$ cat src/rtl/alu_pkg.sv
// Shared definitions for the multi-cycle ALU: op codes, default width, FSM encoding.
package alu_pkg;

    localparam int ALU_WIDTH = 16;

    localparam logic [3:0] ALU_ADD = 4'd0;
    localparam logic [3:0] ALU_SUB = 4'd1;
    localparam logic [3:0] ALU_AND = 4'd2;
    localparam logic [3:0] ALU_OR  = 4'd3;
    localparam logic [3:0] ALU_XOR = 4'd4;
    localparam logic [3:0] ALU_NOT = 4'd5;
    localparam logic [3:0] ALU_SHL = 4'd6;
    localparam logic [3:0] ALU_SHR = 4'd7;
    localparam logic [3:0] ALU_SRA = 4'd8;
    localparam logic [3:0] ALU_MUL = 4'd9;

    typedef enum logic [2:0] {
        S_IDLE     = 3'd0,
        S_EXEC     = 3'd1,
        S_MUL      = 3'd2,
        S_DONE     = 3'd3,
        S_WAIT_LOW = 3'd4
    } alu_state_e;

endpackage

$ cat src/rtl/alu_mul_seq.sv
// Sequential signed multiplier: shift-add over operand magnitudes, one
// iteration per cycle, sign applied at the end. done pulses for one cycle
// after MUL_CYCLES iterations, with product/ovf valid in that cycle.
module alu_mul_seq
    import alu_pkg::*;
#(
    parameter int WIDTH      = ALU_WIDTH,
    parameter int MUL_CYCLES = WIDTH
) (
    input  logic             clk,
    input  logic             rst_n,
    input  logic             start,
    input  logic [WIDTH-1:0] a,
    input  logic [WIDTH-1:0] b,
    output logic             done,
    output logic [WIDTH-1:0] product,
    output logic             ovf
);

    localparam int CW = $clog2(MUL_CYCLES + 1);

    logic [2*WIDTH-1:0] mcand;
    logic [2*WIDTH-1:0] acc;
    logic [WIDTH-1:0]   mplier;
    logic               neg;
    logic               running;
    logic [CW-1:0]      cnt;
    logic [2*WIDTH-1:0] prod;
    logic [WIDTH:0]     prod_top;

    // Magnitude as unsigned; the most negative value maps onto itself, which
    // is its correct unsigned magnitude.
    function automatic logic [WIDTH-1:0] mag(input logic [WIDTH-1:0] v);
        return v[WIDTH-1] ? (~v + 1'b1) : v;
    endfunction

    // Load magnitudes on start, then one shift-add step per cycle.
    always_ff @(posedge clk or negedge rst_n) begin
        if (!rst_n) begin
            mcand   <= '0;
            acc     <= '0;
            mplier  <= '0;
            neg     <= 1'b0;
            running <= 1'b0;
            cnt     <= '0;
        end else if (start) begin
            mcand   <= {{WIDTH{1'b0}}, mag(a)};
            acc     <= '0;
            mplier  <= mag(b);
            neg     <= a[WIDTH-1] ^ b[WIDTH-1];
            running <= 1'b1;
            cnt     <= '0;
        end else if (running) begin
            if (cnt == CW'(MUL_CYCLES)) begin
                running <= 1'b0;
            end else begin
                if (mplier[0]) acc <= acc + mcand;
                mcand  <= mcand << 1;
                mplier <= mplier >> 1;
                cnt    <= cnt + 1'b1;
            end
        end
    end

    assign done     = running && (cnt == CW'(MUL_CYCLES));
    assign prod     = neg ? ('0 - acc) : acc;
    assign prod_top = prod[2*WIDTH-1:WIDTH-1];
    assign product  = prod[WIDTH-1:0];
    // Fits in signed WIDTH only if the upper half plus sign bit are all equal.
    assign ovf      = !((&prod_top) || (~|prod_top));

endmodule

$ cat src/rtl/alu_core.sv
// Multi-cycle integer ALU behind the alu_incoming/alu_received handshake.
// Single-cycle ops complete in EXEC; op 9 runs the sequential signed
// multiplier when built with ALU_MUL_EN, otherwise it is an illegal op.
module alu_core
    import alu_pkg::*;
#(
    parameter int WIDTH      = ALU_WIDTH,
    parameter int MUL_CYCLES = WIDTH
) (
    input  logic             clk,
    input  logic             rst_n,
    input  logic             alu_incoming,
    input  logic [3:0]       alu_op,
    input  logic [WIDTH-1:0] A,
    input  logic [WIDTH-1:0] B,
    output logic             alu_received,
    output logic [WIDTH-1:0] Y,
    output logic             carry,
    output logic             signov,
    output logic             alu_busy
);

    alu_state_e       state, state_nxt;
    logic [3:0]       op_q;
    logic [WIDTH-1:0] a_q, b_q;
    logic             accept;
    logic             is_mul_req;
    logic             mul_done;
    logic [WIDTH-1:0] mul_prod;
    logic             mul_ovf;

    logic [WIDTH-1:0] res_y;
    logic             res_c, res_v;
    logic [3:0]       sh;
    logic [WIDTH:0]   add_w, sub_w, shl_w, shr_w, sra_w;

    assign accept = (state == S_IDLE) && alu_incoming;

`ifdef ALU_MUL_EN
    assign is_mul_req = (alu_op == ALU_MUL);

    alu_mul_seq #(.WIDTH(WIDTH), .MUL_CYCLES(MUL_CYCLES)) u_mul (
        .clk     (clk),
        .rst_n   (rst_n),
        .start   (accept && is_mul_req),
        .a       (A),
        .b       (B),
        .done    (mul_done),
        .product (mul_prod),
        .ovf     (mul_ovf)
    );
`else
    assign is_mul_req = 1'b0;
    assign mul_done   = 1'b0;
    assign mul_prod   = '0;
    assign mul_ovf    = 1'b0;
    logic unused_mul_cfg;
    assign unused_mul_cfg = ^MUL_CYCLES ^ ^mul_prod ^ mul_ovf;
`endif

    // State register.
    always_ff @(posedge clk or negedge rst_n) begin
        if (!rst_n) state <= S_IDLE;
        else        state <= state_nxt;
    end

    // Next-state: a request held high past DONE parks in WAIT_LOW so it is
    // never accepted a second time.
    always_comb begin
        state_nxt = state;
        case (state)
            S_IDLE:     if (alu_incoming) state_nxt = is_mul_req ? S_MUL : S_EXEC;
            S_EXEC:     state_nxt = S_DONE;
            S_MUL:      if (mul_done) state_nxt = S_DONE;
            S_DONE:     state_nxt = alu_incoming ? S_WAIT_LOW : S_IDLE;
            S_WAIT_LOW: if (!alu_incoming) state_nxt = S_IDLE;
            default:    state_nxt = S_IDLE;
        endcase
    end

    assign alu_received = (state == S_DONE);
    assign alu_busy     = (state != S_IDLE);

    // Capture operands at acceptance; later input changes are ignored.
    always_ff @(posedge clk or negedge rst_n) begin
        if (!rst_n) begin
            op_q <= '0;
            a_q  <= '0;
            b_q  <= '0;
        end else if (accept) begin
            op_q <= alu_op;
            a_q  <= A;
            b_q  <= B;
        end
    end

    // Shifts run on a WIDTH+1 vector so the bit shifted out lands in the
    // extra position; a zero shift leaves that position at 0.
    assign sh    = b_q[3:0];
    assign add_w = {1'b0, a_q} + {1'b0, b_q};
    assign sub_w = {1'b0, a_q} - {1'b0, b_q};
    assign shl_w = {1'b0, a_q} << sh;
    assign shr_w = {a_q, 1'b0} >> sh;
    assign sra_w = $signed({a_q, 1'b0}) >>> sh;

    // Single-cycle datapath on the latched operands; unknown ops give zeros.
    always_comb begin
        res_y = '0;
        res_c = 1'b0;
        res_v = 1'b0;
        case (op_q)
            ALU_ADD: begin
                res_y = add_w[WIDTH-1:0];
                res_c = add_w[WIDTH];
                res_v = (a_q[WIDTH-1] == b_q[WIDTH-1]) && (res_y[WIDTH-1] != a_q[WIDTH-1]);
            end
            ALU_SUB: begin
                res_y = sub_w[WIDTH-1:0];
                res_c = sub_w[WIDTH];
                res_v = (a_q[WIDTH-1] != b_q[WIDTH-1]) && (res_y[WIDTH-1] != a_q[WIDTH-1]);
            end
            ALU_AND: res_y = a_q & b_q;
            ALU_OR:  res_y = a_q | b_q;
            ALU_XOR: res_y = a_q ^ b_q;
            ALU_NOT: res_y = ~a_q;
            ALU_SHL: begin
                res_y = shl_w[WIDTH-1:0];
                res_c = shl_w[WIDTH];
            end
            ALU_SHR: begin
                res_y = shr_w[WIDTH:1];
                res_c = shr_w[0];
            end
            ALU_SRA: begin
                res_y = sra_w[WIDTH:1];
                res_c = sra_w[0];
            end
            default: ;
        endcase
    end

    // Result registers hold until the next operation writes them.
    always_ff @(posedge clk or negedge rst_n) begin
        if (!rst_n) begin
            Y      <= '0;
            carry  <= 1'b0;
            signov <= 1'b0;
        end else if (state == S_EXEC) begin
            Y      <= res_y;
            carry  <= res_c;
            signov <= res_v;
        end else if ((state == S_MUL) && mul_done) begin
            Y      <= mul_prod;
            carry  <= 1'b0;
            signov <= mul_ovf;
        end
    end

endmodule

$ cat config.mk
export PLATFORM = sky130hd
export DESIGN_NAME = alu_core
export DESIGN_NICKNAME = d
export VERILOG_FILES = /design/src/rtl/alu_pkg.sv /design/src/rtl/alu_mul_seq.sv /design/src/rtl/alu_core.sv
export SDC_FILE = /design/constraint.sdc
export NUM_CORES = 1
export LEC_CHECK = 0
export CAP_MARGIN = 20
export CELL_PAD_IN_SITES_DETAIL_PLACEMENT = 2
export CELL_PAD_IN_SITES_GLOBAL_PLACEMENT = 2
export CORE_UTILIZATION = 38
export CTS_BUF_LIST = sky130_fd_sc_hd__clkbuf_8 sky130_fd_sc_hd__clkbuf_16
export CTS_CLUSTER_SIZE = 40
export DETAILED_ROUTE_END_ITERATION = 12
export GPL_TIMING_DRIVEN = 0
export PLACE_DENSITY_LB_ADDON = 0.1
export SYNTH_ARGS = -nofsm -noshare
export SYNTH_HDL_FRONTEND = slang
export SYNTH_SLANG_ARGS = --single-unit
$ cat constraint.sdc
create_clock -name clk -period 7.7 [get_ports clk]
set_clock_uncertainty 0.2 [all_clocks]
set_input_delay 1.925 -clock clk [delete_from_list [all_inputs] [get_ports clk]]
set_output_delay 1.925 -clock clk [all_outputs]
set_load 0.1 [all_outputs]
* Yosys cells after proc, flatten, opt, wreduce, memory -nomap -nowiden
Index checks and enable logic that the tools add are counted.
** Operators by class
- Multiplexer cells :: 7
- Add/sub/neg operators :: 2
- Equality and inequality tests :: 18
- Bitwise logic cells :: 5
- Reductions and logical operators :: 7
- Shifts and indexed selects :: 3
** Operators by type and width (number)
- one-hot mux 16 bit (9 select lines) :: 1
- adder 16 x 16 -> 17 bit :: 1
- left shift 16 x 4 -> 17 bit :: 1
- >> shifter 17 x 4 -> 17 bit :: 1
- >>> shifter 17 x 4 -> 17 bit :: 1
- subtractor 16 x 16 -> 17 bit :: 1
- AND 16 bit :: 1
- equality test 4 x 3 -> 1 bit, second input constant :: 4
- inverter 16 bit :: 1
- bitwise OR 16 bit :: 1
- XOR 16 bit :: 1
- one-hot mux 3 bit (5 select lines) :: 1
- 2-to-1 mux 3 bit :: 3
- equality test 4 x 2 -> 1 bit, second input constant :: 2
- equality test 3 x 2 -> 1 bit, second input constant :: 2
- one-hot mux 1 bit (5 select lines) :: 1
- equality test 4 x 1 -> 1 bit, second input constant :: 1
- equality test 4 bit, second input constant :: 1
- logical NOT 4 bit :: 1
- inequality test 2 bit, second input constant :: 2
- equality test 3 x 1 -> 1 bit, second input constant :: 1
- equality test 3 bit, second input constant :: 1
- logical AND 1 bit :: 3
- logical NOT 3 bit :: 1
- 6 further kinds :: 8
** Word-level totals
- Bits of input ports :: 39
- Output and inout bits :: 20
- Register bits after elaboration :: 57
- Logic and storage cells :: 49

* Logic depth before layout (Yosys ltp)
Gate-level depths: netlist of run 1.
- Depth in word-level cells :: 4
- Depth in mapped cells :: 13

* Worst setup path before layout of run 1
OpenSTA, ideal clock, no wires.
- Path type :: reg-to-output
- Start :: register state[0]
- End :: output port alu_received
- Required time :: 5.575 ns
- Setup slack :: 3.703 ns
- Arrival time :: 1.872 ns
- Stages on the path, launching flop included :: 4
- Path buffers :: 1
- Path through :: dfrtp_1 clkbuf_1 nand2_1 nor2_1
** On the way
- Word-level cells in the longest chain between the ends :: 1
** Ends and longest elaborated chain
- start, declared :: line alu_core.sv:23 : alu_state_e state, state_nxt;
- start signal, assigned :: line alu_core.sv:64 : else state <= state_nxt;
- equality test 3 x 2 -> 1 bit :: line alu_core.sv:81 : assign alu_received = (state == S_DONE);
- end, declared :: line alu_core.sv:16 : output logic alu_received,
No other way between the ends.

* Worst setup path in the final report of run 1
- Start :: register b_q[2]
- End :: register Y[12]
** On the way
- Word-level cells in the longest chain between the ends :: 2
** Ends and longest elaborated chain
- start, declared :: line alu_core.sv:25 : logic [WIDTH-1:0] a_q, b_q;
- start signal, assigned :: line alu_core.sv:89 : b_q <= '0;
- start signal, assigned :: line alu_core.sv:93 : b_q <= B;
- subtractor 16 x 16 -> 17 bit, or another cell as far along :: line alu_core.sv:101 : assign sub_w = {1'b0, a_q} - {1'b0, b_q};
- one-hot mux 16 bit (9 select lines) (*) :: line alu_core.sv:111 : case (op_q)
- end signal, assigned :: line alu_core.sv:149 : Y <= res_y;
- end signal, assigned :: line alu_core.sv:153 : Y <= mul_prod;
- end, declared :: line alu_core.sv:17 : output logic [WIDTH-1:0] Y,
Every way passes the cells marked *; elsewhere a longest branch is shown, timed or not.
A chain may end at the register's enable or synchronous reset.

==> flow_metrics.py, run 1 <==
metrics = {
    "outcome": {
        "status": "completed",
    },
    "logic_synthesis": {
        "yosysTopAreaCellShare": 0.2326,
        "ys_types": 81,
        "synth.area.top_cells": "dfrtp_1, ha_1, o21ai_0",
        "ys_seq_area_frac": 0.2326,
        "async_reset_ff_frac": 1.000,
        "synth_edf_count": 0,
        "yosys_warnings": 0,
        "ys_dominant_reg_cell": "dfrtp_1",
        "synth_common_cells": "nand2_1, o21ai_0, nor2_1, dfrtp_1, a21oi_1",
        "synth.most_common_cell": "nand2_1",
        "synth_area_per_cell_sq_um": 7.832,
        "yosysTopAreaCell": "dfrtp_1",
        "synthesis.nets": 874,
        "synth_area_sq_mm": 0.006132,
        "synthCells": 783,
        "ys_ff_latch": 57,
    },
    "sta": {
        "layout_worst_path_cycle_share": 0.6416,
        "worst_slew_pin_slew_ns": 1.023,
        "grt_setup_unrepaired": "false",
        "max_slew_margin": 0.3155,
        "fmax_ghz": 0.2024,
        "period_minus_slack_ns": 4.941,
        "final.setup.tns_ns": 0,
        "slew_violations": 0,
        "final-setup-viol-count": 0,
        "hold_violations": 0,
        "fin_ws_ns": 2.759,
        "hold_slack_ns": 0.2907,
    },
    "grt": {
        "use_met1": 0.5140,
        "antenna_found_initial": 2,
        "grt_usage": 0.4069,
        "grt_pass1_wl_mm": 48.77,
        "use_met2": 0.6668,
        "grt_max_degree": 58,
        "met3_usage": 0.07432,
        "grt_pass1_vias": 7639,
        "grt.overflow.total": 0,
        "busiest_layer": "met2",
    },
    "floorplanning": {
        "core-area_sq_mm": 0.01583,
        "ios": 59,
        "fp.dieW_um": 129.0,
        "die_area_sq_mm": 0.01665,
        "placement_rows": 46,
        "start_util": 0.3874,
        "die_y_um": 129.0,
    },
    "cts": {
        "cts_buffers": 9,
        "cts_max_path_buffers": 2,
        "holdBufCountCts": 0,
        "cts-root-buf": "clkbuf_16",
        "clock_sink_count": 57,
        "cts_resized": 0,
        "cts_max_level": 3,
        "cts_tree": "yes",
        "clk_latency_ns": 0.36,
        "cts_setup_buffers": 0,
        "clkTransAtPathRegs_ns": 0.06,
    },
    "setup_path": {
        "arrival_ns": 4.97,
        "r2r_cells": 12,
        "cp_max_fo": 11,
        "critPathKind": "register to register",
        "r2r-start": "b_q[2]$_DFFE_PN0P_",
        "cp-end-kind": "register",
        "r2r_setup_slack_ns": 2.76,
        "critPathRequiredTime_ns": 7.73,
        "cp-start-kind": "register",
        "r2r_end": "Y[12]$_DFFE_PN0P_",
    },
    "job": {
        "drv_cap": 0,
    },
    "final_layout": {
        "nFillCells": 1795,
        "syn2layout_area_growth_pct": 19.67,
        "nets": 945,
        "final_layout_size_suffix_gt1_frac": 0.08847,
    },
    "route": {
        "wl_per_cell_um": 30.64,
        "num_vias": 7209,
        "viasPerCell": 6.700,
        "antenna_left": 0,
        "dr.first_iter.drc_count": 643,
        "drt-total-wl_mm": 32.97,
        "dr.pass1.iters": 5,
        "drc": 0,
    },
    "hold_path": {
        "hold_path.class": "register to register",
        "hold_end": "Y[2]$_DFFE_PN0P_",
        "hold_start": "Y[2]$_DFFE_PN0P_",
        "holdPathStages": 2,
    },
    "placement": {
        "port_buffers": 58,
        "gp_congestion": 0.9398,
        "dp_slack_ns": 2.833,
        "post-dp-hpwl_mm": 23.96,
    },
}
-- registers in the layout, summed over array words and instances (netlist names) --
signal	flops
Y	16
a_q	16
b_q	16
carry	1
op_q	4
signov	1
state	3
-- through the flow --
step | utilization | cells | instance area (sq um)
2_1_floorplan | - | 783 | 6132
3_3_place_gp | 0.4412 | 1057 | 6983
3_5_place_dp | 0.4427 | 1059 | 7007
4_1_cts | 0.4635 | 1075 | 7336
5_1_grt | 0.4635 | 1075 | 7336
6_report | 0.4636 | 1076 | 7338
-- area by class of cell --
class | count | area, sq um | area share
Sequential cell | 57 | 1426 | 0.1944
Multi-Input combinational cell | 616 | 4258 | 0.5802
Antenna cell | 1 | 2.502 | 0.0003410
Tap cell | 216 | 270.3 | 0.03683
Clock inverter | 7 | 103.9 | 0.01415
Clock buffer | 9 | 225.2 | 0.03069
Buffer | 58 | 264.0 | 0.03598
Inverter | 52 | 195.2 | 0.02660
Timing Repair Buffer | 60 | 593.1 | 0.08082
-- worst max-delay path, cell delays in order, from the launching register on --
cell      delay (ns)
dfrtp_1         0.45
inv_1           0.19
buf_1           0.57
clkbuf_1        0.61
ha_1            0.45
nand2b_1        0.25
a211oi_2        0.29
o22ai_2         0.20
o21ai_1         0.26
nor4_1          0.10
a311oi_1        0.58
o221ai_1        0.29
a221o_1         0.37
-- cell families (layout without fill, tap and decap cells) --
kind of cell / after synthesis / in the layout / share of synthesized area
compound gates: 279 / 279 / 0.3108
xor+xnor: 8 / 8 / 0.01143
fa+ha+maj: 52 / 52 / 0.1085
buf+inv: 110 / 186 / 0.07488
flops: 57 / 57 / 0.2326
mux: 48 / 48 / 0.09264
other cells: 0 / 1 / 0
simple gates: 229 / 229 / 0.1692
-- how the worst max path moves through the flow --
stage                               from  slack, ns  depth (start not counted)                  end
floorplan           state[0]$_DFFE_PN0P_       3.70                          3         alu_received
global placement                   rst_n       2.44                          1  b_q[10]$_DFFE_PN0P_
detailed placement    b_q[2]$_DFFE_PN0P_       2.83                         12    Y[12]$_DFFE_PN0P_
CTS                   b_q[2]$_DFFE_PN0P_       2.85                         12    Y[12]$_DFFE_PN0P_
global route          b_q[2]$_DFFE_PN0P_       2.58                         12    Y[12]$_DFFE_PN0P_
finish                b_q[2]$_DFFE_PN0P_       2.76                         12    Y[12]$_DFFE_PN0P_
-- per-layer routing --
| metal | vias to the layer above | share of wire |
|---|---|---|
| li1 | 3009 | - |
| met5 | - | 0 |
| met3 | 109 | 0.083 |
| met4 | 0 | 0.045 |
| met2 | 408 | 0.47 |
| met1 | 3683 | 0.41 |
-- cells in the final DEF, fill, tap and decap left out, types with 9 or more instances in the layout --
| cell type | n |
|---|---|
| nor2b_1 | 9 |
| a31oi_1 | 12 |
| mux2_2 | 9 |
| o211ai_1 | 19 |
| buf_2 | 16 |
| dfrtp_1 | 57 |
| ha_1 | 50 |
| a221o_1 | 9 |
| a211oi_1 | 10 |
| clkdlybuf4s50_1 | 57 |
| nand2_1 | 85 |
| clkbuf_16 | 9 |
| o21ai_0 | 75 |
| nor2_1 | 68 |
| nand2b_1 | 10 |
| inv_1 | 51 |
| o221ai_1 | 10 |
| clkbuf_1 | 31 |
| nor3_1 | 18 |
| a21oi_1 | 56 |
| mux2i_1 | 32 |
| nand3_1 | 9 |
Power of run 1 is left out: the tool's default activity adds up to more than one toggle a clock period on the data nets, which glitch-free logic cannot reach.
==> inputs of run 2 (changes only) <==
--- a/config.mk
+++ b/config.mk
@@ -8,7 +8,7 @@
 export CAP_MARGIN = 20
 export CELL_PAD_IN_SITES_DETAIL_PLACEMENT = 2
 export CELL_PAD_IN_SITES_GLOBAL_PLACEMENT = 2
-export CORE_UTILIZATION = 38
+export CORE_UTILIZATION = 35
 export CTS_BUF_LIST = sky130_fd_sc_hd__clkbuf_8 sky130_fd_sc_hd__clkbuf_16
 export CTS_CLUSTER_SIZE = 40
 export DETAILED_ROUTE_END_ITERATION = 12
==> constraint.sdc (replaced) <==
create_clock -name clk -period 4.6 [get_ports clk]
set_clock_uncertainty 0.2 [all_clocks]
set_input_delay 1.15 -clock clk [delete_from_list [all_inputs] [get_ports clk]]
set_output_delay 1.15 -clock clk [all_outputs]
set_load 0.1 [all_outputs]
==> flow_metrics.py, run 2 (same netlist as run 1, synthesis figures left out) <==
metrics = {
    "route": {
        "drt-total-wl_mm": 30.74,
        "dr.pass1.iters": 5,
        "dr.first_iter.drc_count": 506,
        "drc": 0,
        "num_vias": 6935,
        "viasPerCell": 6.409,
        "antenna_left": 0,
        "wl_per_cell_um": 28.41,
    },
    "placement": {
        "post-dp-hpwl_mm": 24.00,
        "port_buffers": 58,
        "dpl_cell_area_sq_mm": 0.007015,
        "gp_congestion": 0.9570,
        "dpl.cell_count": 1068,
    },
    "cts": {
        "clkTransAtPathRegs_ns": 0.06,
        "cts_buffers": 9,
        "clock_sink_count": 57,
        "cts_tree": "yes",
        "cts-root-buf": "clkbuf_16",
        "holdBufCountCts": 0,
        "cts_max_level": 3,
        "clk_latency_ns": 0.34,
        "cts_max_path_buffers": 2,
    },
    "sta": {
        "worst_slew_pin_slew_ns": 1.010,
        "max_slew_margin": 0.3240,
        "slew_violations": 0,
        "final-setup-viol-count": 0,
        "layout_worst_path_cycle_share": 0.9645,
        "period_minus_slack_ns": 4.437,
        "grt_setup_unrepaired": "false",
        "fmax_ghz": 0.2254,
        "hold_violations": 0,
    },
    "grt": {
        "grt_max_degree": 58,
        "grt_pass1_vias": 7417,
        "antenna_found_initial": 0,
        "grt.overflow.total": 0,
        "grt_usage": 0.3511,
        "grt_pass1_wl_mm": 46.88,
    },
    "floorplanning": {
        "fp.dieW_um": 134.4,
        "placement_rows": 48,
        "die_y_um": 134.4,
        "core-area_sq_mm": 0.01718,
        "start_util": 0.3570,
        "ios": 59,
        "die_area_sq_mm": 0.01805,
    },
    "final_layout": {
        "mostFrequentLayoutCell": "nand2_1",
        "final_layout_size_suffix_gt1_frac": 0.08868,
        "layout_common_cells": "nand2_1, o21ai_0, nor2_1, dfrtp_1, clkdlybuf4s50_1",
        "antenna_cells": 0,
        "fin_cells": 1082,
        "nets": 943,
        "nFillCells": 2049,
        "largestRegisters": "Y x16, a_q x16, b_q x16",
        "syn2layout_area_growth_pct": 19.12,
        "multi_input_area_sq_mm": 0.004264,
        "final_area_sq_mm": 0.007305,
        "seq_area_sq_mm": 0.001426,
    },
    "setup_path": {
        "cp_max_fo": 13,
        "arrival_ns": 4.44,
        "critPathKind": "register to register",
        "cp-start-kind": "register",
        "critPathRequiredTime_ns": 4.60,
        "cp-end-kind": "register",
    },
    "job": {
        "drv_cap": 0,
    },
    "outcome": {
        "status": "completed",
    },
    "hold_path": {
        "hold_path.class": "register to register",
    },
}
==> run 2: area by class of cell <==
cell class / instances / area share
well taps: 225 / 0.03854
plain buffers: 56 / 0.03529
inverters: 52 / 0.02672
repair buffers: 60 / 0.08085
clock buffers: 9 / 0.03083
multi-input cells: 616 / 0.5838
flip-flops and latches: 57 / 0.1953
clock inverters: 7 / 0.008736
==> run 2: timing repair <==
action / CTS / global route
setup buffers: 0 / 0
resized for setup: 1 / 1
endpoints found under the setup margin: 2 / 1
==> run 2: worst paths after layout <==
check	slack [ns]	depth (start not counted)	end	startpoint
min reg2reg	0.29	2	Y[6]$_DFFE_PN0P_	Y[6]$_DFFE_PN0P_
min	0.29	2	Y[6]$_DFFE_PN0P_	Y[6]$_DFFE_PN0P_
max in group asynchronous	2.93	1	b_q[9]$_DFFE_PN0P_	rst_n
max	0.16	13	Y[15]$_DFFE_PN0P_	b_q[1]$_DFFE_PN0P_
max reg2reg	0.16	13	Y[15]$_DFFE_PN0P_	b_q[1]$_DFFE_PN0P_
min in group asynchronous	0.72	1	Y[4]$_DFFE_PN0P_	rst_n
==> run 2: layer usage <==
layer	GRT usage	wire length, um	vias up
met5	0	0	-
met4	0.1467	1181	0
met3	0.04195	1727	60
met2	0.5711	14070	277
met1	0.4696	13760	3593
li1	-	-	3005
==> run 2: critical path, cell delays in order, from the launching register on <==
cell	delay, ns
dfrtp_1	0.40
buf_2	0.22
inv_1	0.24
buf_2	0.35
buf_2	0.40
ha_1	0.34
or2_0	0.27
a221o_1	0.35
a21oi_2	0.29
a221oi_2	0.17
o31ai_4	0.29
a2111oi_2	0.13
a2111oi_1	0.49
a211oi_1	0.14
==> run 2: stage by stage <==
stage	util	TNS [ns]	hold slack [ns]	worst slack (ns)
global route	0.4253	0	0.3183	0.02960
global placement	0.4072	-0.1192	0.2652	-0.1192
detailed placement	0.4084	-0.3158	0.2852	-0.2946
CTS	0.4251	0	0.2976	0.02450
floorplan	-	0	0.2575	1.209
finish	0.4253	0	0.2948	0.1633
Power of run 2 is left out for the same reason.
